$ cat src/rtl/encoder_sample_ctrl.sv
// encoder_sample_ctrl: periodic encoder snapshot with saturated velocity, overspeed and overrun flags
module encoder_sample_ctrl #(
  parameter int REG_MAX = 64,
  parameter int PER_W   = 16,
  parameter int VEL_W   = 32
) (
  input  logic                      clk,
  input  logic                      rst,
  input  logic                      enable,
  input  logic [PER_W-1:0]          period,
  input  logic [VEL_W-1:0]          vel_limit,
  input  logic signed [REG_MAX-1:0] pulse_count,
  input  logic                      sample_ready,
  output logic                      sample_valid,
  output logic signed [REG_MAX-1:0] sample_pos,
  output logic signed [VEL_W-1:0]   sample_vel,
  output logic                      overspeed,
  output logic                      overrun,
  output logic                      running
);
  localparam logic [1:0] IDLE  = 2'd0;
  localparam logic [1:0] PRIME = 2'd1;
  localparam logic [1:0] RUN   = 2'd2;
  localparam logic signed [REG_MAX:0] VMAX = {{(REG_MAX+2-VEL_W){1'b0}}, {(VEL_W-1){1'b1}}};
  localparam logic signed [REG_MAX:0] VMIN = {{(REG_MAX+2-VEL_W){1'b1}}, {(VEL_W-1){1'b0}}};
  logic [1:0] state_q, state_d;
  logic signed [REG_MAX-1:0] prev_q, prev_d, pos_q, pos_d;
  logic [PER_W-1:0] tick_q, tick_d, reload;
  logic signed [VEL_W-1:0] vel_q, vel_d, vel_sat;
  logic valid_q, valid_d, ovs_q, ovs_d, ovr_q, ovr_d;
  logic signed [REG_MAX:0] delta;
  logic [VEL_W:0] vel_abs;
  logic tick, xfer;
  always_comb begin
    reload  = (period == '0) ? '0 : period - 1'b1;
    delta   = {pulse_count[REG_MAX-1], pulse_count} - {prev_q[REG_MAX-1], prev_q};
    vel_sat = (delta > VMAX) ? VMAX[VEL_W-1:0] : (delta < VMIN) ? VMIN[VEL_W-1:0] : delta[VEL_W-1:0];
    vel_abs = vel_sat[VEL_W-1] ? -{vel_sat[VEL_W-1], vel_sat} : {1'b0, vel_sat};
    tick    = (state_q == RUN) && (tick_q == '0);
    xfer    = valid_q && sample_ready;
    state_d = state_q;
    prev_d  = prev_q;
    tick_d  = tick_q;
    pos_d   = pos_q;
    vel_d   = vel_q;
    ovs_d   = ovs_q;
    ovr_d   = ovr_q;
    valid_d = valid_q && !xfer;
    if (!enable) begin
      state_d = IDLE;
      tick_d  = '0;
      valid_d = 1'b0;
      ovs_d   = 1'b0;
      ovr_d   = 1'b0;
    end else if (state_q == IDLE) begin
      state_d = PRIME;
    end else if (state_q == PRIME) begin
      prev_d  = pulse_count;
      tick_d  = reload;
      state_d = RUN;
    end else if (state_q != RUN) begin
      state_d = IDLE;
    end else if (tick) begin
      pos_d   = pulse_count;
      vel_d   = vel_sat;
      ovs_d   = vel_abs > {1'b0, vel_limit};
      prev_d  = pulse_count;
      tick_d  = reload;
      valid_d = 1'b1;
      ovr_d   = ovr_q || (valid_q && !sample_ready);
    end else begin
      tick_d  = tick_q - 1'b1;
    end
  end
  always_ff @(posedge clk or posedge rst) begin
    if (rst) begin
      state_q <= IDLE;
      prev_q  <= '0;
      tick_q  <= '0;
      pos_q   <= '0;
      vel_q   <= '0;
      valid_q <= 1'b0;
      ovs_q   <= 1'b0;
      ovr_q   <= 1'b0;
    end else begin
      state_q <= state_d;
      prev_q  <= prev_d;
      tick_q  <= tick_d;
      pos_q   <= pos_d;
      vel_q   <= vel_d;
      valid_q <= valid_d;
      ovs_q   <= ovs_d;
      ovr_q   <= ovr_d;
    end
  end
  assign sample_valid = valid_q;
  assign sample_pos   = pos_q;
  assign sample_vel   = vel_q;
  assign overspeed    = ovs_q;
  assign overrun      = ovr_q;
  assign running      = (state_q == PRIME) || (state_q == RUN);
endmodule

$ cat config.mk
export PLATFORM = sky130hd
export DESIGN_NAME = encoder_sample_ctrl
export DESIGN_NICKNAME = d
export VERILOG_FILES = /design/src/rtl/encoder_sample_ctrl.sv
export SDC_FILE = /design/constraint.sdc
export NUM_CORES = 1
export LEC_CHECK = 0
export CORE_ASPECT_RATIO = 0.75
export CORE_UTILIZATION = 40
export CTS_CLUSTER_SIZE = 28
export DETAILED_ROUTE_END_ITERATION = 8
export GPL_TIMING_DRIVEN = 1
export PLACE_DENSITY_LB_ADDON = 0.25
export SYNTH_ARGS = -nofsm -noshare
export SYNTH_HDL_FRONTEND = slang
export SYNTH_SLANG_ARGS = --single-unit
$ cat constraint.sdc
create_clock -name clk -period 17.2 [get_ports clk]
set_input_delay 1.72 -clock clk [delete_from_list [all_inputs] [get_ports clk]]
set_output_delay 1.72 -clock clk [all_outputs]
set_load 0.05 [all_outputs]
==> results.md <==
- Critical Path RT: 17.56 ns
- Routability-driven placement congestion ratio: 1.06
- Fill cell count: 3,553
- # Post-CTS Setup Buffers: 0
- TritonCTS buffer count: 17
- Critical path class: in -> reg
- Remaining DRCs: 0
- Element type at the critical path end: flip-flop
- Initial antenna violation count: 1
- Routed len/inst: around 20 µm
- Reg clk slew, reported paths: approximately 0.07 ns
- Hold WS: between 0.4 and 0.5 ns
- N_diodes: 0
- Number of synthesized flops with an enable pin: 0
- Final net count: approximately 2,400
- Setup TNS: 0 ns
- RSZ-0062 raised after global routing: no
- Most used cell, CP: o21a_1
- Cts hold-fix bufs: 0
- First-pass GRT wire length: about 80 mm
- # resized after CTS: 0
- Post-synth top area share: 0.304
- Port Buf Inserts: between 200 and 250
- Clk buf depth: 2
- Crit path DAT: 10.22 ns
- Yosys reg bits: 181
- Predominant post-synthesis flop cell: dfrtp_1
- Initial core utilization: 0.411
- Max frequency: 101 MHz
- Post-route cell area: ~18,000 µm²
- Top Ports: roughly 220
- DR vias: between 15,000 and 20,000
- Final Slew Violations: 0
- Core Region: 36,300 µm²
- Setup crit start kind: input pin
- Height of the die: ~170 µm
- Largest net degree at the start of global routing: 95
- H-tree depth: 4
- Status: completed
- Ys Warns: 0
- Share of layout cells above drive strength 1: 0.0457
- Asr flop ratio synth: 1.00
- Root buf cell: clkbuf_16
- Register Area: around 4500 µm²
- Mean Syn Cell Area: 7.54 µm²
- Final Power: between 2 and 3 mW
- Die width: 225 µm
- DR iter-0 viols: 1,496
- Hpwl dp: between 40 and 50 mm
- CTS tree: done
- Sequential cell area fraction in the yosys report: 0.304
- PD cells: between 150 and 200 nW/µm²
- Max Cap Viol: 0
- Row cnt: 60
- Largest cells by area after synthesis: dfrtp_1 (30%), nand2_1 (10%), ha_1 (8.8%)
- Final antenna-violating net count: 0
- Final worst path period need: 9.86 ns
- Cell area after synthesis: between 10,000 and 15,000 µm²
- Drt total wl: 52.4 mm
- Post-DP Area: 17,400 µm²
- Yosys cell types: approximately 100
- Overflow after GRT: 0
- Area growth syn-to-layout: 20.4%
- Headroom to the max-slew limit: 0.267
- Gr usage total: 0.277
- Area of the multi-input gates: 9480 µm²
- P_leak: between 7 and 8 nW
- Sink Count: ~180
- Worst Path Max Fanout: 16
- Final hold vios: 0
- Worst vdd ir: between 0.07 and 0.08 mV
- Area leader, netlist: dfrtp_1
- Slowest stage cell, crit path: xor2_2
- Final worst-path cycle share: 0.573
- # setup viols final: 0
- Syn Inst Count: around 2,000
- Net count after synthesis: around 2,200
- Layout Skew: approximately 0.016 ns
- Slowest cell delay on critical path: around 0.71 ns
- Vias in the first global route: roughly 15,000
- Average via count per standard cell: 5.80
- HP Class: reg -> reg
- Full die area: around 38,000 µm²
- Clock Latency Late Sink: about 0.47 ns
- DR pass1 iterations: 6
- Worst slew pin tran: between 1 and 1.5 ns
[routing by layer]
layer / routed length [µm] / up-vias / GRT usage
met3: 4060 / 46 / 0.0639
li1: - / 7332 / -
met4: 937 / 2 / 0.0728
met5: 55 / - / 0.0103
met2: 22800 / 611 / 0.423
met1: 24600 / 7309 / 0.391
[stage by stage]
| step | std cells | utilization | setup slack [ns] |
|---|---|---|---|
| after global placement | 2607 | 0.479 | 7.28 |
| after detailed placement | 2607 | 0.479 | 7.13 |
| final | 2639 | 0.495 | 7.34 |
| after floorplan | 1974 | - | 9.47 |
| after CTS | 2639 | 0.495 | 7.59 |
| after global routing | 2639 | 0.495 | 6.79 |
[critical path: cells and delay by family]
kind	cells	cell delay, ns
AOI/OAI and AO/OA	16	3.67
adders and majority gates	3	1.28
buffers and inverters	2	0.89
and+or+nand+nor	7	1.90
xor gates and xnor gates	1	0.71
[Yosys cell counts, drive strengths merged (7+ instances only)]
master / n
clkbuf: 60
o21ai: 192
a31oi: 25
a2111oi: 8
nor3: 56
a211oi: 12
and2: 10
and3: 10
nand2: 403
or4: 7
a21boi: 8
nor2b: 15
o31ai: 11
buf: 27
inv: 132
nor2: 142
and4: 11
o211ai: 8
o21a: 38
mux2i: 7
nand3: 25
a21o: 29
xor2: 23
xnor2: 29
ha: 105
dfrtp: 181
a21oi: 161
o22a: 7
nand2b: 12
o21bai: 7
nor4: 35
o31a: 8
or3: 19
nand4: 49
or2: 8
[layout by cell type, fill, tap and decap left out, types with 12 or more instances in the layout]
cell / n
a21oi_1: 156
clkbuf_16: 17
or3_1: 18
nand2_1: 402
nor2b_1: 15
a31oi_1: 24
ha_1: 105
o21ai_1: 25
xor2_1: 22
nand3_1: 24
xnor2_1: 29
a21o_1: 29
clkdlybuf4s50_1: 215
dfrtp_1: 181
nor2_1: 141
inv_1: 131
nand2b_1: 12
nand4_1: 48
nor4_1: 30
o21ai_0: 165
o21a_1: 38
nor3_1: 53
[path summary, 6_finish.rpt]
| kind | depth (start not counted) | to | startpoint | slack (ns) |
|---|---|---|---|---|
| worst max-delay path | 29 | overspeed | pulse_count[30] | 7.34 |
| worst min-delay path | 2 | sample_pos[49] | sample_pos[49] | 0.48 |
| worst max register to register | 29 | overspeed | prev_q[30] | 8.77 |
| worst min register to register | 2 | sample_pos[49] | sample_pos[49] | 0.48 |
| max in group asynchronous | 3 | sample_vel[29] | rst | 14.20 |
| min in group asynchronous | 2 | sample_pos[34] | rst | 1.71 |
[report_power, final]
| group | internal [mW] | switching [mW] |
|---|---|---|
| logic | 0.638 | 1.34 |
| clock network | 0.219 | 0.181 |
| registers | 0.517 | 0.0330 |
[sequential cells by signal (all words and copies together), names as in the netlist]
| signal | cells |
|---|---|
| overspeed | 1 |
| state_q | 2 |
| tick_q | 16 |
| overrun | 1 |
| sample_vel | 32 |
| prev_q | 64 |
| sample_valid | 1 |
| sample_pos | 64 |
[logic make-up (layout without fill, tap and decap cells)]
group / after synthesis / after routing / synth area share
AND/OR/NAND/NOR: 820 / 820 / 0.258
AO/OA/AOI/OAI: 582 / 582 / 0.247
buffers and inverters: 220 / 389 / 0.0608
flip-flops: 181 / 181 / 0.304
adder cells (fa/ha/maj): 106 / 106 / 0.0896
XOR/XNOR: 52 / 52 / 0.0311
multiplexers: 13 / 13 / 0.00924
[cell type report]
| cell class | count | share of cell area |
|---|---|---|
| multi-input combinational | 1573 | 0.529 |
| timing repair buffer | 224 | 0.124 |
| clock inverter | 10 | 0.00684 |
| tap | 496 | 0.0346 |
| inverter | 133 | 0.0281 |
| clock buffer | 22 | 0.0253 |
| sequential | 181 | 0.253 |
Note: power is estimated with default switching activity, not from simulation.
